File: src/rtl/score_keeper.sv
// Match controller: counts points, freezes play after each point, pulses
// serve_rst before play resumes, and latches game-over with the winner.
module score_keeper #(
   parameter int SCORE_W     = 4,
   parameter int WIN_SCORE   = 9,
   parameter int HOLD_FRAMES = 60
) (
   input  logic               clk,
   input  logic               rst,
   input  logic               goal_p1,
   input  logic               goal_p2,
   input  logic               new_game,
   output logic [SCORE_W-1:0] score_p1,
   output logic [SCORE_W-1:0] score_p2,
   output logic               serve_rst,
   output logic               freeze,
   output logic               game_over,
   output logic               winner
);

   localparam int CNT_W = (HOLD_FRAMES > 1) ? $clog2(HOLD_FRAMES) : 1;
   localparam logic [CNT_W-1:0]   HOLD_LOAD = CNT_W'(HOLD_FRAMES - 1);
   localparam logic [SCORE_W-1:0] WIN_M1    = SCORE_W'(WIN_SCORE - 1);

   typedef enum logic [1:0] {S_PLAY, S_HOLD, S_SERVE, S_OVER} state_t;

   state_t             r_state;
   logic [SCORE_W-1:0] r_score_p1;
   logic [SCORE_W-1:0] r_score_p2;
   logic               r_serve_rst;
   logic               r_freeze;
   logic               r_game_over;
   logic               r_winner;
   logic [CNT_W-1:0]   r_cnt;
   logic               r_goal_p1_q;
   logic               r_goal_p2_q;
   logic               r_new_game_q;

   state_t             w_state_nx;
   logic [SCORE_W-1:0] w_score_p1_nx;
   logic [SCORE_W-1:0] w_score_p2_nx;
   logic               w_game_over_nx;
   logic               w_winner_nx;
   logic [CNT_W-1:0]   w_cnt_nx;
   logic               w_rise_p1;
   logic               w_rise_p2;
   logic               w_rise_ng;

   always_ff @(posedge clk or negedge rst) begin
      if (!rst) r_state <= S_SERVE;
      else      r_state <= w_state_nx;
   end

   always_comb begin
      w_rise_p1      = goal_p1 & ~r_goal_p1_q;
      w_rise_p2      = goal_p2 & ~r_goal_p2_q;
      w_rise_ng      = new_game & ~r_new_game_q;
      w_state_nx     = r_state;
      w_score_p1_nx  = r_score_p1;
      w_score_p2_nx  = r_score_p2;
      w_game_over_nx = r_game_over;
      w_winner_nx    = r_winner;
      w_cnt_nx       = r_cnt;
      if (w_rise_ng) begin
         w_score_p1_nx  = '0;
         w_score_p2_nx  = '0;
         w_game_over_nx = 1'b0;
         w_winner_nx    = 1'b0;
         w_state_nx     = S_SERVE;
      end else begin
         case (r_state)
            S_PLAY: begin
               if (w_rise_p1 && w_rise_p2) begin
                  w_state_nx = S_HOLD;
                  w_cnt_nx   = HOLD_LOAD;
               end else if (w_rise_p1) begin
                  w_score_p1_nx = r_score_p1 + SCORE_W'(1);
                  if (r_score_p1 == WIN_M1) begin
                     w_state_nx     = S_OVER;
                     w_game_over_nx = 1'b1;
                     w_winner_nx    = 1'b0;
                  end else begin
                     w_state_nx = S_HOLD;
                     w_cnt_nx   = HOLD_LOAD;
                  end
               end else if (w_rise_p2) begin
                  w_score_p2_nx = r_score_p2 + SCORE_W'(1);
                  if (r_score_p2 == WIN_M1) begin
                     w_state_nx     = S_OVER;
                     w_game_over_nx = 1'b1;
                     w_winner_nx    = 1'b1;
                  end else begin
                     w_state_nx = S_HOLD;
                     w_cnt_nx   = HOLD_LOAD;
                  end
               end
            end
            S_HOLD: begin
               if (r_cnt == '0) w_state_nx = S_SERVE;
               else             w_cnt_nx   = r_cnt - CNT_W'(1);
            end
            // The cycle that shows the serve pulse is the last SERVE cycle;
            // straight out of reset SERVE therefore spans two cycles.
            S_SERVE: begin
               if (r_serve_rst) w_state_nx = S_PLAY;
            end
            S_OVER: begin
               w_state_nx = S_OVER;
            end
            default: begin
               w_state_nx = S_SERVE;
            end
         endcase
      end
   end

   always_ff @(posedge clk or negedge rst) begin
      if (!rst) begin
         r_score_p1   <= '0;
         r_score_p2   <= '0;
         r_serve_rst  <= 1'b0;
         r_freeze     <= 1'b1;
         r_game_over  <= 1'b0;
         r_winner     <= 1'b0;
         r_cnt        <= '0;
         r_goal_p1_q  <= 1'b1;
         r_goal_p2_q  <= 1'b1;
         r_new_game_q <= 1'b1;
      end else begin
         r_score_p1   <= w_score_p1_nx;
         r_score_p2   <= w_score_p2_nx;
         r_serve_rst  <= (w_state_nx == S_SERVE);
         r_freeze     <= (w_state_nx != S_PLAY);
         r_game_over  <= w_game_over_nx;
         r_winner     <= w_winner_nx;
         r_cnt        <= w_cnt_nx;
         r_goal_p1_q  <= goal_p1;
         r_goal_p2_q  <= goal_p2;
         r_new_game_q <= new_game;
      end
   end

   assign score_p1  = r_score_p1;
   assign score_p2  = r_score_p2;
   assign serve_rst = r_serve_rst;
   assign freeze    = r_freeze;
   assign game_over = r_game_over;
   assign winner    = r_winner;

endmodule

File: config.mk
export PLATFORM = sky130hd
export DESIGN_NAME = score_keeper
export DESIGN_NICKNAME = d
export VERILOG_FILES = /design/src/rtl/score_keeper.sv
export SDC_FILE = /design/constraint.sdc
export NUM_CORES = 1
export LEC_CHECK = 0
export ABC_AREA = 1
export CORE_ASPECT_RATIO = 0.75
export CORE_UTILIZATION = 55
export CTS_CLUSTER_DIAMETER = 200
export DETAILED_ROUTE_END_ITERATION = 10
export PLACE_DENSITY = 0.8
export SYNTH_ARGS = -nofsm -noshare
export SYNTH_HDL_FRONTEND = slang
export SYNTH_SLANG_ARGS = --single-unit
File: constraint.sdc
create_clock -name clk -period 2.3 [get_ports clk]
set_clock_uncertainty 0.2 [all_clocks]
set_input_delay 0.69 -clock clk [delete_from_list [all_inputs] [get_ports clk]]
set_output_delay 0.69 -clock clk [all_outputs]
set_load 0.01 [all_outputs]
[Yosys cells after proc, flatten, opt, wreduce, memory -nomap -nowiden]
Cells that the tools add are included.
Widths: inputs -> output; s select.
Word-level totals
  register bits: 23
  bits in latches: 0
  memory bits (writable): 0
  bits in read-only memories: 0
  input bits: 5
  output and inout port bits: 12
  word-level logic and storage cells: 85
  memories kept: 0
Operators by class
  add/subtract/negate cells: 3
  multipliers: 0
  div/mod/pow operators: 0
  magnitude comparators: 0
  eq/ne operators: 13
  shift operators: 0
  multiplexer cells: 37
  bitwise logic cells: 7
  reductions and logical operators: 14
Operators by type and width (count)
  $mux 4: 9
  $mux 6: 6
  $mux 2: 8
  $mux 1: 12
  $ne 4x4->1 const B: 3
  $pmux 6 s2: 1
  $reduce_bool 2->1: 5
  $add 4x1->4 const B: 2
  $eq 4x4->1 const B: 2
  $pmux 2 s4: 1
  $eq 2x2->1 const B: 3
  $logic_not 6->1: 1
  $reduce_and 6->1: 1
  $reduce_bool 3->1: 2
  $sub 6x1->6 const B: 1
  $reduce_and 5->1: 1
  $ne 2x2->1 const B: 2
  $not 1->1: 4
  $reduce_and 4->1: 1
  $and 1x1->1: 3
  $ne 3x1->1 const B: 1
  $reduce_and 3->1: 1
  $eq 2x1->1 const B: 1
  $logic_not 2->1: 1
  2 further kinds: 2

[Longest topological paths before layout]
Gate-level depths: netlist of the first run.
  depth in word-level cells: 8
  gate-level depth with buffers: 10

[Least setup slack after synthesis of the first run]
No wires, ideal clock.
  kind: input port to flip-flop
  from: input port new_game
  to: register r_cnt[2]
  setup time: 0.117 ns
  data arrival time: 1.280 ns
  required time: 1.983 ns
  slack: 0.703 ns
  stages: 7
  cell sequence: inv_1 > nor2_2 > inv_2 > o21ai_1 > inv_2 > nand3_1 > nand2_1
On the way
  word-level cells in the longest chain between the ends: 3
Ends and longest elaborated chain
  from (decl): RTL line 12  | input logic new_game,
  $and 1x1->1: RTL line 57  | w_rise_ng = new_game & ~r_new_game_q;
  $not 1->1 (no line)
  $reduce_and 6->1 (no line)
  to (signal assigned): RTL line 136  | r_cnt <= w_cnt_nx;
  to (decl): RTL line 34  | logic [CNT_W-1:0] r_cnt;
No other way between the ends.
A chain may end at the register's enable or synchronous reset.

[Worst setup path in the final report of the first run]
  from: register r_score_p2[1] (netlist: score_p2[1])
  to: output port score_p2[1]
RTL lines
  from (decl): RTL line 29  | logic [SCORE_W-1:0] r_score_p2;
  from (signal assigned): RTL line 131  | r_score_p2 <= w_score_p2_nx;
  to (decl): RTL line 14  | output logic [SCORE_W-1:0] score_p2,
No word-level cell between the ends.

==> impl_metrics.csv, run 1 <==
group,metric,value,unit
outcome,outcome,"finished clean",
pwr,pwr-share-clk,0.118,
critical_path,cp_cell_sequence,"clkdlybuf4s50_1",
routing,initialDrtViolationCount,71,
sta,fin_ws,0.127,ns
sta,max_freq,0.460,GHz
layout,final_cell_mix,"nand2_1, inv_1, nand3_1",
critical_path,worst-path-buf-inv,1,
yosys,synth.cell_area,1260,um^2
layout,drive_gt1_frac,0.130,
sta,finalCritPeriodShare,0.945,
pwr,peakVddDrop,0.709,mV
yosys,ys_types,22,
pwr,comb_power_share,0.457,
placed_design,dpl.hpwl,1950,um
pwr,p_total,1.55,mW
floorplanning,dieArea,2480,um^2
routing,firstDrtPassIters,4,
global_route,antenna_found_initial,0,
placed_design,placed_cell_area,1460,um^2
routing,totalWireLength,2530,um
layout,layout_commonest_cell,"nand2_1",
critical_path,cpMaxStageDelayCell,"clkdlybuf4s50_1",
placed_design,dp_slack,0.0704,ns
sta,maxSlewViolCount,0,
global_route,grt_overflow,0,
critical_path,cp.required,1.41,ns
yosys,yosysWarnings,0,
global_route,grt_max_degree,24,
pwr,power_density,1040,nW/um^2
clocking,clock_latency,0.31,ns
critical_path,end_kind,"primary output",
routing,drt-wirelength-per-cell,12.6,um
sta,tns,0,ns
layout,antennaDiodeCount,0,
job,maxCapViolCount,0,
critical_path,critPathMaxStageDelay,0.55,ns
yosys,ys_seq_area_frac,0.463,
floorplanning,die_h,43.4,um
sta,rsz0062_at_grt,"no",
pwr,p_leak,0.731,nW
sta,finalHoldViolations,0,
clocking,clkTransAtPathRegs,0.12,ns
routing,via_count,1046,
floorplanning,die_w,57.2,um
yosys,syn_avg_cell_area,8.10,um^2
layout,synthToLayoutAreaGrowth,18.6,%
routing,wl_met1,1250,um
placed_design,gp_congestion,0.835,
placed_design,portBuffers,16,
sta,setup_viol,0,
floorplanning,rows,14,
floorplanning,io-pin-count,17,
yosys,synth_seq_cells,23,
pwr,pwr-share-seq,0.425,
critical_path,worst_ep_arrival_time,1.28,ns
routing,wl_met2,1100,um
sta,whs,0.329,ns
yosys,syn_nets,165,
routing,ant_nets,0,
clocking,numCtsBuffers,3,
routing,drc,0,
floorplanning,start_util,0.603,
pwr,p_sw_frac,0.428,
sta,fin_crit,2.17,ns
sta,worstMarginPinSlew,0.294,ns
critical_path,r2r_cells,8,
layout,layout.cells.non_filler,201,
layout,stdcell_area,1490,um^2
critical_path,critical_path_class,"flip-flop to primary output",
global_route,grtUsageTotal,0.237,
clocking,clock_path_buffers,2,
sta,relSlewSlack,0.804,
critical_path,worstPathMaxFanout,4,
clocking,cts.htree.levels,1,
routing,via_per_inst,5.20,
layout,finish.utilization,0.715,
layout,nNetsFinal,188,
critical_path,cp-start-kind,"flip-flop",
pwr,p_int,0.884,mW
global_route,grt_pass1_vias,957,
min_path,hp-class,"flip-flop to flip-flop",
yosys,postSynthCellCount,155,
clocking,cts_tree,"done",
routing,top_layer_used,"met4",
critical_path,path_delay_family,"buffers and inverters",
clocking,cts-root-buf,"clkbuf_4",
placed_design,placedCellCount,197,
min_path,hold_depth,2,
critical_path,cp.depth,1,
routing,met3_length,141,um
clocking,cts.sinks,23,
floorplanning,core,2080,um^2
pwr,p_sw,0.663,mW
global_route,grt_pass1_wl,4260,um
-- per-layer routing --
metal,global-route usage,vias to the layer above
met2,0.367,35
li1,-,541
met4,0.0780,0
met5,0,-
met1,0.330,466
met3,0.0657,4
-- cells in the mapped netlist (all sizes together) --
cell type  number  area share
nand2          42        0.14
inv            26       0.078
nand3          21       0.098
dfrtp          18        0.36
nor2           14       0.064
o21ai           8       0.032
a21oi           6       0.024
dfstp           5        0.10
ha              5       0.050
nand4           4       0.020
nor3            2      0.0080
xnor2           2       0.014
a211oi          1      0.0060
or2             1      0.0050
-- path summary, 6_finish.rpt --
kind,from,endpoint,slack (ns)
worst max-delay path,score_p2[1],score_p2[1],0.13
worst min-delay path,r_cnt[0],r_cnt[0],0.33
worst max register to register,r_cnt[0],serve_rst,0.59
min in group asynchronous,rst,score_p1[0],0.52
worst min register to register,r_cnt[0],r_cnt[0],0.33
max in group asynchronous,rst,r_goal_p1_q,1.10
-- kinds of logic (layout without fill, tap and decap cells) --
| group | Yosys count | after routing | synth area share |
|---|---|---|---|
| simple gates | 84 | 84 | 0.334 |
| compound gates | 15 | 15 | 0.0617 |
| flops | 23 | 23 | 0.463 |
| buf+inv | 26 | 48 | 0.0777 |
| xor+xnor | 2 | 2 | 0.0139 |
| fa+ha+maj | 5 | 5 | 0.0498 |
-- timing repair --
item,in CTS,in global routing
setup buffers,0,0
endpoints found under the setup margin,0,1
hold buffers,0,0
gates resized for setup,0,1
-- power groups by stage --
stage | Clock, mW | Combinational [mW] | Sequential (mW)
after floorplan | 0 | 0.465 | 0.658
after global placement | 0 | 0.667 | 0.659
after detailed placement | 0 | 0.706 | 0.663
after CTS | 0.197 | 0.711 | 0.655
after global routing | 0.205 | 0.811 | 0.669
final | 0.183 | 0.707 | 0.657
-- registers in the layout (all words and copies together), names as in the netlist --
| register | count |
|---|---|
| score_p1 | 4 |
| score_p2 | 4 |
| freeze | 1 |
| r_new_game_q | 1 |
| r_cnt | 6 |
| r_goal_p2_q | 1 |
| r_state | 2 |
| game_over | 1 |
| serve_rst | 1 |
| r_goal_p1_q | 1 |
| winner | 1 |
-- final cells by class --
type / count / area, um^2
flip-flops and latches: 23 / 582
multi-input cells: 106 / 577
fillers: 176 / 594
inverters: 26 / 97.6
clock buffers: 4 / 26.3
repair buffers: 18 / 178
well taps: 24 / 30.0
Note: power is estimated with default switching activity, not from simulation.
==> run 2: changes to the inputs <==
--- a/config.mk
+++ b/config.mk
@@ -11,6 +11,7 @@
 export CTS_CLUSTER_DIAMETER = 200
 export DETAILED_ROUTE_END_ITERATION = 10
 export PLACE_DENSITY = 0.8
+export RECOVER_POWER = 25
 export SYNTH_ARGS = -nofsm -noshare
 export SYNTH_HDL_FRONTEND = slang
 export SYNTH_SLANG_ARGS = --single-unit
==> run 2 against run 1 <==
Flip-flop and latch count stayed put; largest power group unchanged; via count is 0.29% higher; routed wire length is 0.55% lower; non-clock buffer count stayed put; power is 0.12% lower.
==> impl_metrics.csv, run 2 (synthesized netlist as in run 1, its figures left out) <==
group,metric,value,unit
placed_design,placedCellCount,197,
routing,drc,0,
clocking,clock_path_buffers,2,
sta,maxSlewViolCount,0,
critical_path,critPathMaxStageDelay,0.56,ns
placed_design,dp_slack,0.0704,ns
layout,stdcell_area,1490,um^2
floorplanning,rows,14,
global_route,use_met3,0.0657,
sta,worstMarginPinSlew,0.569,ns
layout,drive_gt1_frac,0.130,
critical_path,cp_cell_sequence,"clkdlybuf4s50_1",
critical_path,cp.depth,1,
clocking,cts.sinks,23,
floorplanning,dieArea,2480,um^2
sta,finalHoldViolations,0,
pwr,power_density,1040,nW/um^2
sta,relSlewSlack,0.621,
placed_design,placed_cell_area,1460,um^2
clocking,clkTransAtPathRegs,0.11,ns
layout,register_area,582,um^2
critical_path,cp-start-kind,"flip-flop",
layout,final_cell_mix,"nand2_1, inv_1, nand3_1",
floorplanning,core,2080,um^2
critical_path,worstPathMaxFanout,4,
placed_design,gp_congestion,0.835,
layout,nNetsFinal,188,
sta,fin_ws,0.127,ns
sta,tns,0,ns
layout,n_fill_cell,177,
global_route,antenna_found_initial,0,
global_route,grt_overflow,0,
critical_path,r2r_cells,8,
global_route,met1_usage,0.330,
global_route,grt_pass1_vias,957,
global_route,grtUsageTotal,0.237,
outcome,outcome,"finished clean",
critical_path,worst_ep_arrival_time,1.28,ns
routing,ant_nets,0,
critical_path,end_kind,"primary output",
clocking,cts-root-buf,"clkbuf_4",
routing,totalWireLength,2520,um
layout,largest_reg_flops,6,
global_route,grt.busiest_layer,"met2",
job,maxCapViolCount,0,
min_path,hp-class,"flip-flop to flip-flop",
floorplanning,die_w,57.2,um
pwr,peakVddDrop,0.712,mV
layout,synthToLayoutAreaGrowth,18.4,%
placed_design,dpl.hpwl,1950,um
global_route,use_met2,0.367,
routing,via_per_inst,5.22,
critical_path,cpMaxStageDelayCell,"clkdlybuf4s50_1",
routing,initialDrtViolationCount,71,
sta,setup_viol,0,
critical_path,cp.required,1.41,ns
clocking,cts.htree.levels,1,
sta,rsz0062_at_grt,"no",
pwr,p_leak,0.731,nW
layout,antennaDiodeCount,0,
layout,finish.utilization,0.714,
sta,whs,0.329,ns
placed_design,portBuffers,16,
global_route,grt_max_degree,24,
routing,via_count,1049,
layout,largest_register,"r_cnt",
global_route,grt_pass1_wl,4260,um
clocking,post_cts_buffers,0,
sta,fin_crit,2.17,ns
sta,finalCritPeriodShare,0.945,
layout,layout.cells.non_filler,201,
min_path,hold_depth,2,
floorplanning,die_h,43.4,um
routing,drt-wirelength-per-cell,12.5,um
clocking,numCtsBuffers,3,
layout,multi_input_area,577,um^2
critical_path,critical_path_class,"flip-flop to primary output",
pwr,p_total,1.55,mW
sta,max_freq,0.460,GHz
layout,layout_commonest_cell,"nand2_1",
critical_path,path_delay_family,"buffers and inverters",
floorplanning,io-pin-count,17,
floorplanning,start_util,0.603,
clocking,clock_latency,0.31,ns
clocking,cts_tree,"done",
routing,firstDrtPassIters,4,
critical_path,worst-path-buf-inv,1,
==> run 2: cell types whose count changed in the layout (fill, tap and decap cells not counted) <==
| cell | delta |
|---|---|
| buf_4 | -1 |
| clkbuf_2 | +1 |
| clkdlybuf4s50_1 | -4 |
| dlygate4sd3_1 | +4 |
==> run 2: report_power, final <==
group	internal, mW	leakage, nW	total [mW]	switching, mW
sequential	0.536	0.284	0.656	0.121
clock	0.0678	0.0150	0.184	0.116
combinational	0.279	0.432	0.706	0.427
==> run 2: layout make-up <==
cell class,instances,share of cell area
Sequential cell,23,0.391
Multi-Input combinational cell,106,0.388
Timing Repair Buffer,18,0.118
Inverter,26,0.0656
Tap cell,24,0.0202
Clock buffer,4,0.0177
==> run 2: final timing paths <==
| kind | start | to | slack [ns] |
|---|---|---|---|
| worst min-delay path | r_cnt[0] | r_cnt[0] | 0.33 |
| min in group asynchronous | rst | score_p1[0] | 0.68 |
| worst min register to register | r_cnt[0] | r_cnt[0] | 0.33 |
| max in group asynchronous | rst | r_state[1] | 0.84 |
| worst max-delay path | score_p1[3] | score_p1[3] | 0.13 |
| worst max register to register | r_cnt[0] | serve_rst | 0.59 |
==> run 2: worst register-to-register path: stages, from the launching register on <==
cell and delay (ns):
dfrtp_1 0.41, inv_1 0.13, ha_1 0.24, nand4_1 0.19, nand2_1 0.17, nand3_1 0.11
nand2_1 0.11, nand2_1 0.06, inv_1 0.04
==> run 2: repair_timing <==
item,CTS,global route
endpoints found under the hold margin,0,0
hold buffers,0,0
resized for setup,0,1
endpoints found under the setup margin,0,1
==> run 2: per-layer routing <==
layer / vias to the layer above / wire length [um]
met4: 0 / 34
met1: 473 / 1260
li1: 541 / -
met2: 31 / 1090
met3: 4 / 132
met5: - / 0
==> run 3: changes to the inputs <==
--- a/config.mk
+++ b/config.mk
@@ -10,7 +10,7 @@
 export CORE_UTILIZATION = 55
 export CTS_CLUSTER_DIAMETER = 200
 export DETAILED_ROUTE_END_ITERATION = 10
-export PLACE_DENSITY = 0.8
+export PLACE_DENSITY = 0.9
 export RECOVER_POWER = 25
 export SYNTH_ARGS = -nofsm -noshare
 export SYNTH_HDL_FRONTEND = slang
==> run 3 against run 2 <==
Routed wire length decreased by 1.6%; power decreased by 1.1%; die area unchanged; sequential power about the same; utilization decreased by 0.060 points; register-to-register slack about the same; fmax about the same; combinational power decreased by 2%; clock power about the same; critical endpoint is now score_p2[0].
==> impl_metrics.csv, run 3 (synthesized netlist as in run 1, its figures left out) <==
group,metric,value,unit
sta,finalCritPeriodShare,0.946,
floorplanning,die_h,43.4,um
global_route,grtUsageTotal,0.236,
clocking,postCtsHoldBufs,0,
global_route,grt_overflow,0,
clocking,numCtsBuffers,3,
clocking,cts.sinks,23,
critical_path,cpMaxStageDelayCell,"clkdlybuf4s50_1",
placed_design,placedCellCount,197,
clocking,cts.htree.levels,1,
critical_path,worst_ep_arrival_time,1.28,ns
sta,setup_viol,0,
critical_path,end_kind,"primary output",
routing,via_per_inst,5.31,
critical_path,critPathMaxStageDelay,0.55,ns
global_route,grt_pass1_vias,999,
critical_path,cp-start-kind,"flip-flop",
clocking,clock_latency,0.31,ns
floorplanning,io-pin-count,17,
layout,stdcell_area,1490,um^2
layout,final_cell_mix,"nand2_1, inv_1, nand3_1",
placed_design,dpl.hpwl,1910,um
sta,maxSlewViolCount,0,
routing,drt-wirelength-per-cell,12.3,um
min_path,hp-class,"flip-flop to flip-flop",
floorplanning,start_util,0.603,
layout,antennaDiodeCount,0,
pwr,p_total,1.53,mW
layout,largest_reg_flops,6,
critical_path,cp.required,1.41,ns
global_route,grt_pass1_wl,4290,um
clocking,cts_tree,"done",
sta,fin_crit,2.17,ns
critical_path,critical_path_class,"flip-flop to primary output",
clocking,cts-root-buf,"clkbuf_4",
outcome,outcome,"finished clean",
critical_path,path_delay_family,"buffers and inverters",
sta,whs,0.328,ns
global_route,antenna_found_initial,0,
layout,largest_register,"r_cnt",
routing,totalWireLength,2480,um
critical_path,cp.depth,1,
critical_path,worst-path-buf-inv,1,
floorplanning,dieArea,2480,um^2
sta,worstMarginPinSlew,1.20,ns
min_path,hold_depth,2,
critical_path,r2r_cells,8,
layout,layout_commonest_cell,"nand2_1",
pwr,p_leak,0.728,nW
routing,via_count,1067,
critical_path,worstPathMaxFanout,4,
placed_design,gp_congestion,0.878,
pwr,peakVddDrop,0.635,mV
layout,drive_gt1_frac,0.124,
sta,max_freq,0.460,GHz
placed_design,placed_cell_area,1460,um^2
critical_path,cp_cell_sequence,"clkdlybuf4s50_1",
clocking,clkTransAtPathRegs,0.12,ns
layout,layout.cells.non_filler,201,
global_route,grt_max_degree,24,
sta,finalHoldViolations,0,
clocking,clock_path_buffers,2,
floorplanning,rows,14,
floorplanning,die_w,57.2,um
sta,relSlewSlack,0.200,
routing,drc,0,
routing,ant_nets,0,
sta,tns,0,ns
layout,nNetsFinal,188,
sta,rsz0062_at_grt,"no",
placed_design,portBuffers,16,
routing,firstDrtPassIters,4,
routing,initialDrtViolationCount,38,
floorplanning,core,2080,um^2
pwr,power_density,1030,nW/um^2
job,maxCapViolCount,0,
layout,synthToLayoutAreaGrowth,18.3,%
[run 3: layout make-up]
type,count,area (um^2)
inverters,26,97.6
fillers,168,598
well taps,24,30.0
clock buffers,4,26.3
repair buffers,18,174
multi-input cells,106,577
flip-flops and latches,23,582
[run 3: power by group]
| part | internal (mW) | switching (mW) | total (mW) | leakage (nW) |
|---|---|---|---|---|
| Clock | 0.0678 | 0.117 | 0.185 | 0.0150 |
| Sequential | 0.535 | 0.119 | 0.654 | 0.284 |
| Combinational | 0.275 | 0.415 | 0.690 | 0.429 |
[run 3: metal layers]
| metal | wire (um) | up-vias | global-route usage |
|---|---|---|---|
| met5 | 0 | - | 0 |
| met4 | 35 | 0 | 0.0780 |
| met3 | 121 | 6 | 0.0687 |
| met2 | 1150 | 26 | 0.379 |
| met1 | 1170 | 495 | 0.312 |
| li1 | - | 540 | - |
[run 3: per-stage QoR]
step,worst slack [ns],util
6_report,0.125,0.713
3_3_place_gp,0.113,0.701
5_1_grt,0.0463,0.713
2_1_floorplan,0.703,-
3_5_place_dp,0.0547,0.701
4_1_cts,0.0126,0.714
[run 3: repair_timing]
item,in CTS,in global routing
buffers inserted,0,0
endpoints found under the setup margin,0,1
resized for setup,0,1
[run 3: path summary, 6_finish.rpt]
path	end	start	slack, ns
worst max-delay path	score_p2[0]	score_p2[0]	0.13
worst min-delay path	r_cnt[5]	r_cnt[5]	0.33
worst max register to register	r_cnt[2]	r_cnt[0]	0.59
worst min register to register	r_cnt[5]	r_cnt[5]	0.33
max in group asynchronous	r_cnt[4]	rst	0.26
min in group asynchronous	score_p1[0]	rst	0.93
[run 3: worst min-delay path: stages (launching register included)]
cell,delay [ns]
dfrtp_1,0.39
nand2_1,0.06
nand2_1,0.05
